`src/rtl/lsu_pkg.sv`:
```
// Shared types and constants for the memory-stage load/store unit.
// Holds the FSM state encoding, the RV32I funct3 access codes and the access-size decode.
package lsu_pkg;

  typedef enum logic [1:0] {
    IDLE = 2'd0,
    REQ  = 2'd1,
    DONE = 2'd2
  } lsu_state_e;

  typedef enum logic [1:0] {
    SZ_B = 2'd0,
    SZ_H = 2'd1,
    SZ_W = 2'd2
  } acc_size_e;

  localparam logic [2:0] F3_B  = 3'b000;
  localparam logic [2:0] F3_H  = 3'b001;
  localparam logic [2:0] F3_W  = 3'b010;
  localparam logic [2:0] F3_BU = 3'b100;
  localparam logic [2:0] F3_HU = 3'b101;

  // Unlisted funct3 codes behave as full-word accesses.
  function automatic acc_size_e size_of(input logic [2:0] funct3);
    case (funct3)
      F3_B, F3_BU: size_of = SZ_B;
      F3_H, F3_HU: size_of = SZ_H;
      default:     size_of = SZ_W;
    endcase
  endfunction

endpackage

```
`src/rtl/lsu_align.sv`:
```
// Combinational data formatting for the LSU: store lane replication and byte strobes,
// load byte/half selection with sign/zero extension, and misalignment detection.
module lsu_align
  import lsu_pkg::*;
(
  input  logic [2:0]  funct3_i,
  input  logic [1:0]  addr_lo_i,
  input  logic [31:0] st_data_i,
  input  logic [31:0] ld_word_i,
  output logic [31:0] wdata_o,
  output logic [3:0]  wstrb_o,
  output logic [31:0] ld_data_o,
  output logic        misaligned_o
);

  acc_size_e   size;
  logic [7:0]  ld_byte;
  logic [15:0] ld_half;

  always_comb begin
    // NOTE: every output gets a default before the case so no path leaves it unassigned (no latch).
    size         = size_of(funct3_i);
    wdata_o      = st_data_i;
    wstrb_o      = 4'b1111;
    misaligned_o = 1'b0;

    case (size)
      SZ_B: begin
        wdata_o = {4{st_data_i[7:0]}};
        wstrb_o = 4'b0001 << addr_lo_i;
      end
      SZ_H: begin
        wdata_o      = {2{st_data_i[15:0]}};
        wstrb_o      = 4'b0011 << {addr_lo_i[1], 1'b0};
        misaligned_o = addr_lo_i[0];
      end
      default: begin
        misaligned_o = |addr_lo_i;
      end
    endcase
  end

  always_comb begin
    case (addr_lo_i)
      2'd0:    ld_byte = ld_word_i[7:0];
      2'd1:    ld_byte = ld_word_i[15:8];
      2'd2:    ld_byte = ld_word_i[23:16];
      default: ld_byte = ld_word_i[31:24];
    endcase
    ld_half = addr_lo_i[1] ? ld_word_i[31:16] : ld_word_i[15:0];

    case (funct3_i)
      F3_B:    ld_data_o = {{24{ld_byte[7]}}, ld_byte};
      F3_BU:   ld_data_o = {24'b0, ld_byte};
      F3_H:    ld_data_o = {{16{ld_half[15]}}, ld_half};
      F3_HU:   ld_data_o = {16'b0, ld_half};
      default: ld_data_o = ld_word_i;
    endcase
  end

endmodule

```
`src/rtl/mem_stage_lsu.sv`:
```
// Memory-stage load/store unit: runs one ready/valid data-memory transaction per
// aligned load/store, stalling the pipeline until the result can enter MEM/WB.
module mem_stage_lsu
  import lsu_pkg::*;
#(
  parameter int TIMEOUT = 256,
  parameter int CNT_W   = 9
) (
  input  logic        clk,
  input  logic        rst,
  input  logic        Min_valid,
  input  logic        Min_mem_read,
  input  logic        Min_mem_write,
  input  logic [2:0]  Min_funct3,
  input  logic [31:0] Min_alu_out,
  input  logic [31:0] Min_rs2_data,
  output logic        dm_req,
  output logic        dm_we,
  output logic [31:0] dm_addr,
  output logic [31:0] dm_wdata,
  output logic [3:0]  dm_wstrb,
  input  logic        dm_ready,
  input  logic [31:0] dm_rdata,
  output logic        stall,
  output logic [31:0] Mout_alu_out,
  output logic [31:0] Mout_ld_data,
  output logic        mem_err
);

  lsu_state_e       state_q, state_d;
  logic [CNT_W-1:0] cnt_q, cnt_d;
  logic [31:0]      rbuf_q, rbuf_d;
  logic             req_q, req_d;
  logic             we_q, we_d;
  logic [3:0]       wstrb_q, wstrb_d;
  logic             err_q, err_d;

  logic        is_read, is_write, mem_op;
  logic        misaligned;
  logic [31:0] st_wdata, ld_ext;
  logic [3:0]  st_wstrb;
  logic        stall_c;
  logic [31:0] ld_data_c;

  // Read wins when both read and write are flagged.
  assign is_read  = Min_valid & Min_mem_read;
  assign is_write = Min_valid & Min_mem_write & ~Min_mem_read;
  assign mem_op   = is_read | is_write;

  lsu_align u_align (
    .funct3_i     (Min_funct3),
    .addr_lo_i    (Min_alu_out[1:0]),
    .st_data_i    (Min_rs2_data),
    .ld_word_i    (rbuf_q),
    .wdata_o      (st_wdata),
    .wstrb_o      (st_wstrb),
    .ld_data_o    (ld_ext),
    .misaligned_o (misaligned)
  );

  always_comb begin
    state_d   = state_q;
    cnt_d     = cnt_q;
    rbuf_d    = rbuf_q;
    req_d     = req_q;
    we_d      = we_q;
    wstrb_d   = wstrb_q;
    err_d     = 1'b0;
    stall_c   = 1'b0;
    ld_data_c = '0;

    case (state_q)
      IDLE: begin
        if (mem_op) begin
          if (misaligned) begin
            err_d = 1'b1;
          end else begin
            stall_c = 1'b1;
            state_d = REQ;
            req_d   = 1'b1;
            we_d    = is_write;
            wstrb_d = is_write ? st_wstrb : 4'b0000;
            cnt_d   = '0;
            rbuf_d  = '0;
          end
        end
      end

      REQ: begin
        stall_c = 1'b1;
        if (dm_ready) begin
          rbuf_d  = is_read ? dm_rdata : '0;
          state_d = DONE;
          req_d   = 1'b0;
          we_d    = 1'b0;
          wstrb_d = 4'b0000;
        end else if (cnt_q == CNT_W'(TIMEOUT - 1)) begin
          rbuf_d  = '0;
          err_d   = 1'b1;
          state_d = DONE;
          req_d   = 1'b0;
          we_d    = 1'b0;
          wstrb_d = 4'b0000;
        end else begin
          cnt_d = cnt_q + 1'b1;
        end
      end

      DONE: begin
        // MEM/WB captures at the end of this cycle; the instruction is never reissued.
        state_d = IDLE;
        if (is_read) ld_data_c = ld_ext;
      end

      default: state_d = IDLE;
    endcase
  end

  always_ff @(posedge clk or posedge rst) begin
    if (rst) begin
      state_q <= IDLE;
      cnt_q   <= '0;
      rbuf_q  <= '0;
      req_q   <= 1'b0;
      we_q    <= 1'b0;
      wstrb_q <= 4'b0000;
      err_q   <= 1'b0;
    end else begin
      // NOTE: non-blocking assignments so every register samples pre-edge values.
      state_q <= state_d;
      cnt_q   <= cnt_d;
      rbuf_q  <= rbuf_d;
      req_q   <= req_d;
      we_q    <= we_d;
      wstrb_q <= wstrb_d;
      err_q   <= err_d;
    end
  end

  // Address and write data follow the upstream inputs, which are held while stalled.
  assign dm_req       = req_q;
  assign dm_we        = we_q;
  assign dm_wstrb     = wstrb_q;
  assign dm_addr      = {Min_alu_out[31:2], 2'b00};
  assign dm_wdata     = st_wdata;
  assign stall        = stall_c & ~rst;
  assign Mout_alu_out = Min_alu_out;
  assign Mout_ld_data = ld_data_c;
  assign mem_err      = err_q;

endmodule

```
`config.mk`:
```
export PLATFORM = sky130hd
export DESIGN_NAME = mem_stage_lsu
export DESIGN_NICKNAME = d
export VERILOG_FILES = /design/src/rtl/lsu_pkg.sv /design/src/rtl/lsu_align.sv /design/src/rtl/mem_stage_lsu.sv
export SDC_FILE = /design/constraint.sdc
export NUM_CORES = 1
export LEC_CHECK = 0
export CAP_MARGIN = 15
export CORE_ASPECT_RATIO = 0.6
export CORE_MARGIN = 5
export CORE_UTILIZATION = 39
export DETAILED_ROUTE_END_ITERATION = 16
export PLACE_DENSITY = 0.87
export SLEW_MARGIN = 20
export SYNTH_ARGS = -nofsm -noshare
export SYNTH_HDL_FRONTEND = slang
export SYNTH_SLANG_ARGS = --single-unit
export TNS_END_PERCENT = 10
```
`constraint.sdc`:
```
create_clock -name clk -period 3.8 [get_ports clk]
set_input_delay 0.57 -clock clk [delete_from_list [all_inputs] [get_ports clk]]
set_output_delay 0.57 -clock clk [all_outputs]
set_load 0.02 [all_outputs]
```
# Word-level counts from Yosys, hierarchy flattened
# Index checks and enable logic that the tools add are counted.
# op_classes
add_sub_neg	1
n_eq_ne	14
shifts	2
mux	47
bitwise	7
n_reduce_logical	11
# ops
operator	n
32-bit two-way mux	7
32-bit case mux with 2 select lines	2
32-bit case mux with 4 select lines	1
9-bit two-way mux	4
8-bit case mux with 3 select lines	1
4-bit two-way mux	5
9-bit case mux with 2 select lines	1
16-bit two-way mux	1
4-bit case mux with 2 select lines	2
1-bit two-way mux	12
1-bit case mux with 2 select lines	5
9-bit by 1-bit adder with 9-bit output, second input constant	1
9-bit by 8-bit equality test with 1-bit output, second input constant	1
2-bit two-way mux	4
2-bit != test, second input constant	4
2-bit case mux with 2 select lines	2
2-bit by 1-bit equality test with 1-bit output, second input constant	3
3-bit equality test, second input constant	2
2-bit zero test	3
2-bit OR reduction	3
5-bit AND reduction	1
1-bit bitwise AND	4
2-bit equality test, second input constant	2
4-bit AND reduction	1
other kinds (9)	10
# totals
register_bits	50
in_bits	105
out_inout_bits	136
wordCells	89

# Depth between registers and ports, before layout
# logic_depth
word_depth	9
mapped_depth	9
ltp_nobuf	8

# Hierarchy
# From an unflattened synthesis, not the netlist that was laid out.
# hier_totals
cells_unflattened	451
area_unflattened_um2	4100.2
# modules_own_cells
module	n_inst	cells_per_inst	area_per_inst_um2	seq_area_each_um2
mem_stage_lsu	1	263	2753.9	1251.2
lsu_align	1	188	1346.3	0.0

# Least setup slack after synthesis
# No wires, ideal clock.
# synth_timing
path_type	in2out
start	input Min_alu_out[1]
end	output Mout_ld_data[1]
arrival_time_ns	1.909
t_required_ns	3.230
path_slack_ns	1.321
path_stages	6
path_cell_list	buf_2 > buf_2 > inv_1 > a21oi_1 > nor2_1 > nor3_1
# synth_between
elab_chain_len	5
elab_cells_between_ends	8
cone_classes	eq/ne (2); mux (5); reduce/logical (1)
# synth_lines
element	line_no	text
start, declared	mem_stage_lsu.sv:15	input logic [31:0] Min_alu_out,
2-bit equality test (tied with other cells)	lsu_align.sv:44	case (addr_lo_i)
8-bit case mux with 3 select lines	lsu_align.sv:44	
32-bit case mux with 4 select lines (*)	lsu_align.sv:52	case (funct3_i)
32-bit two-way mux (*)	mem_stage_lsu.sv:112	if (is_read) ld_data_c = ld_ext;
32-bit two-way mux (*)	mem_stage_lsu.sv:72	case (state_q)
end, declared	mem_stage_lsu.sv:26	output logic [31:0] Mout_ld_data,
# Mark *: on every way between the ends. The rest lies on a longest branch, timed or not.

# Worst setup path after layout
# layout_timing
start	input Min_mem_read
end	output Mout_ld_data[30]
# layout_between
elab_chain_len	3
# layout_lines
element	line_no	text
start, declared	mem_stage_lsu.sv:12	input logic Min_mem_read,
1-bit bitwise AND	mem_stage_lsu.sv:46	assign is_read = Min_valid & Min_mem_read;
32-bit two-way mux	mem_stage_lsu.sv:112	
32-bit two-way mux	mem_stage_lsu.sv:72	
# No other way between the ends.

==> metrics <==
synth-to-layout area growth 33.2%; Ports 241; Worst-Margin Slew 855 ps; EDFF count, synth 0; leak pwr 2.10 nW; Distinct cells, synth 47; setup repair after global routing missed its margin false; DRT antenna net count 0; Worst-Skew Late Latency 290 ps; clk root buf clkbuf_16; Cell Rows 27; final hold viol count 0; fin. max-slew vios 0; kind of critical path input pin to primary output; Remaining DRCs 0; clock transition at the registers of the reported paths 70 ps; reg-to-reg startpoint cnt_q[0]; number of CTS-inserted buffers 5; Inserted Diodes 0; total clock sinks 50; hold_ws 491 ps; Placed Cells 585; GRT overflow 0; largest net degree at the start of global routing 51; Crit path buffers/inverters 2; core area 9120 um^2; register bit count reported by yosys 50; WP data arrival 2950 ps; Critical Path RT 3230 ps; final net count 583; clock period minus worst slack 3520 ps; die area 11400 um^2; Syn. warnings 0; commonest non-fill, non-tap cell in the layout clkdlybuf4s50_1; vias 3263; Worst VDD drop 177 uV; Final Core Density 52.8%; worst-path fanout max 16; Fill cells 815; top_reg_cell synth dfrtp_1; pwr/cell area 328 nW/um^2; hold-critical path depth 1; worst setup margin 275 ps; Hold Crit Endpoint dm_wstrb[1]; max_slew headroom 43.0%; Setup TNS 0 ps; Slowest-stage cell, CP clkdlybuf4s50_1; post-route insts no fill 592; most frequent cells in the layout 148 x clkdlybuf4s50_1, 50 x dfrtp_1, 47 x nand2_1, 33 x a22o_1, 25 x o21ai_0; Starting Density 39.7%; syn_area_per_cell 9.02 um^2; Crit path largest cell delay 610 ps; worst reg2reg endpoint cnt_q[7]; MaxCap Viol Count 0; Setup Viol. Count Final 0; Via density 5.51; Final GP Congestion 0.843; die outline height 84.6 um; Pre-Repair DR Iteration Count 4; first-pass GRT wire length 17.5 mm; IO Port Bufs 148; Seq/Total Area, Yosys 34.6%; Setup crit start kind input pin; Post-synth ARST share 100%; pre-CTS setup slack 271 ps; R2R setup slack 1340 ps; Tcrit/Tclk final 92.8%; number of global-route vias before repair 3252; cell area after synthesis 3620 um^2; PostCTS Resize Cnt 0; drt total wl 11.3 mm; GRT Util Overall 19.3%; FMAX 284 MHz; status complete, no violations; synthesized instance count 401; critical path depth 6; CP Capture Type primary output; Worst path most repeated cell clkdlybuf4s50_1; CTS tree done; Tightest Hold Check Type flop to flop; die width 134 um; startpoint of the worst hold path dm_wstrb[1]; hold_buf cts 0; clock buffer depth 2; Routed WL per cell 19.2 um; htree depth 2; initial antenna violation count 0; Worst Reg-to-Reg Cells 7; share of layout cells above drive strength 1 11.1%; drt first-iter violations 160; postcts setup bufs 0; Detailed Place HPWL 8.81 mm; Top Family by Delay on Critical Path buffers and inverters; CP cell instances clkdlybuf4s50_1 > nand4b_1 > nor3_1 > o21ai_4 > nand2_1 > clkdlybuf4s50_1; Post-Route Skew 5.39 ps
## where the power goes
part / switching, mW / total [mW] / leakage (nW) / internal (mW)
Sequential: 0.0636 / 0.663 / 0.682 / 0.599
Clock: 0.196 / 0.438 / 0.0701 / 0.242
Combinational: 0.231 / 0.478 / 1.35 / 0.247
## worst max path at each step
stage                   startpoint               end
floorplan           Min_alu_out[1]   Mout_ld_data[1]
global placement    Min_alu_out[0]  Mout_ld_data[23]
detailed placement  Min_alu_out[0]  Mout_ld_data[19]
CTS                 Min_alu_out[0]  Mout_ld_data[21]
global route          Min_mem_read  Mout_ld_data[19]
finish                Min_mem_read  Mout_ld_data[30]
## flip-flops by register name, indices dropped and copies added, names as in the netlist
signal,cells
dm_req,1
state_q,2
rbuf_q,32
cnt_q,9
dm_wstrb,4
dm_we,1
mem_err,1
## layout make-up
class	count	area, um^2	area share (%)
multi-input cells	252	1680	34.9
repair buffers	161	1580	32.8
flip-flops and latches	50	1250	26.0
well taps	116	145	3.01
clock buffers	5	125	2.60
inverters	6	23.8	0.493
clock inverters	2	13.8	0.286
## kinds of logic after synthesis
kind of cell | synth area share (%)
multiplexers | 10.6
AO/OA/AOI/OAI | 21.0
flip-flops | 34.6
adder cells (fa/ha/maj) | 0.692
AND/OR/NAND/NOR | 13.9
buffers and inverters | 19.1
other | 0.104
## metal layers
layer  wire, um  up-vias  GRT usage [%]
met5          0        -              0
li1           -     1504              -
met2       4960      198           29.2
met1       5070     1544           26.6
met4        123        0           3.97
met3       1190       17           7.07
## stage by stage
| stage | cell area (um^2) | total power [mW] |
|---|---|---|
| 2_1_floorplan | 3620 | 1.02 |
| 3_3_place_gp | 4680 | 1.13 |
| 3_5_place_dp | 4680 | 1.15 |
| 4_1_cts | 4820 | 1.58 |
| 5_1_grt | 4820 | 1.65 |
| 6_report | 4820 | 1.58 |
## synth_stat cells (6+ instances only)
library cell	n	area [um^2]
o21ai_0	25	125
nor2_1	23	86.3
mux2_2	23	259
nand2_1	47	176
buf_4	72	541
o22ai_1	7	43.8
buf_2	6	30.0
clkbuf_1	10	37.5
inv_1	6	22.5
nand3_1	6	30.0
nor3_1	11	55.1
dfrtp_1	50	1250
a21o_1	6	45.0
a22o_1	33	289
mux2i_1	10	100
a21oi_1	20	100
Power figures use the tool's default switching activity.
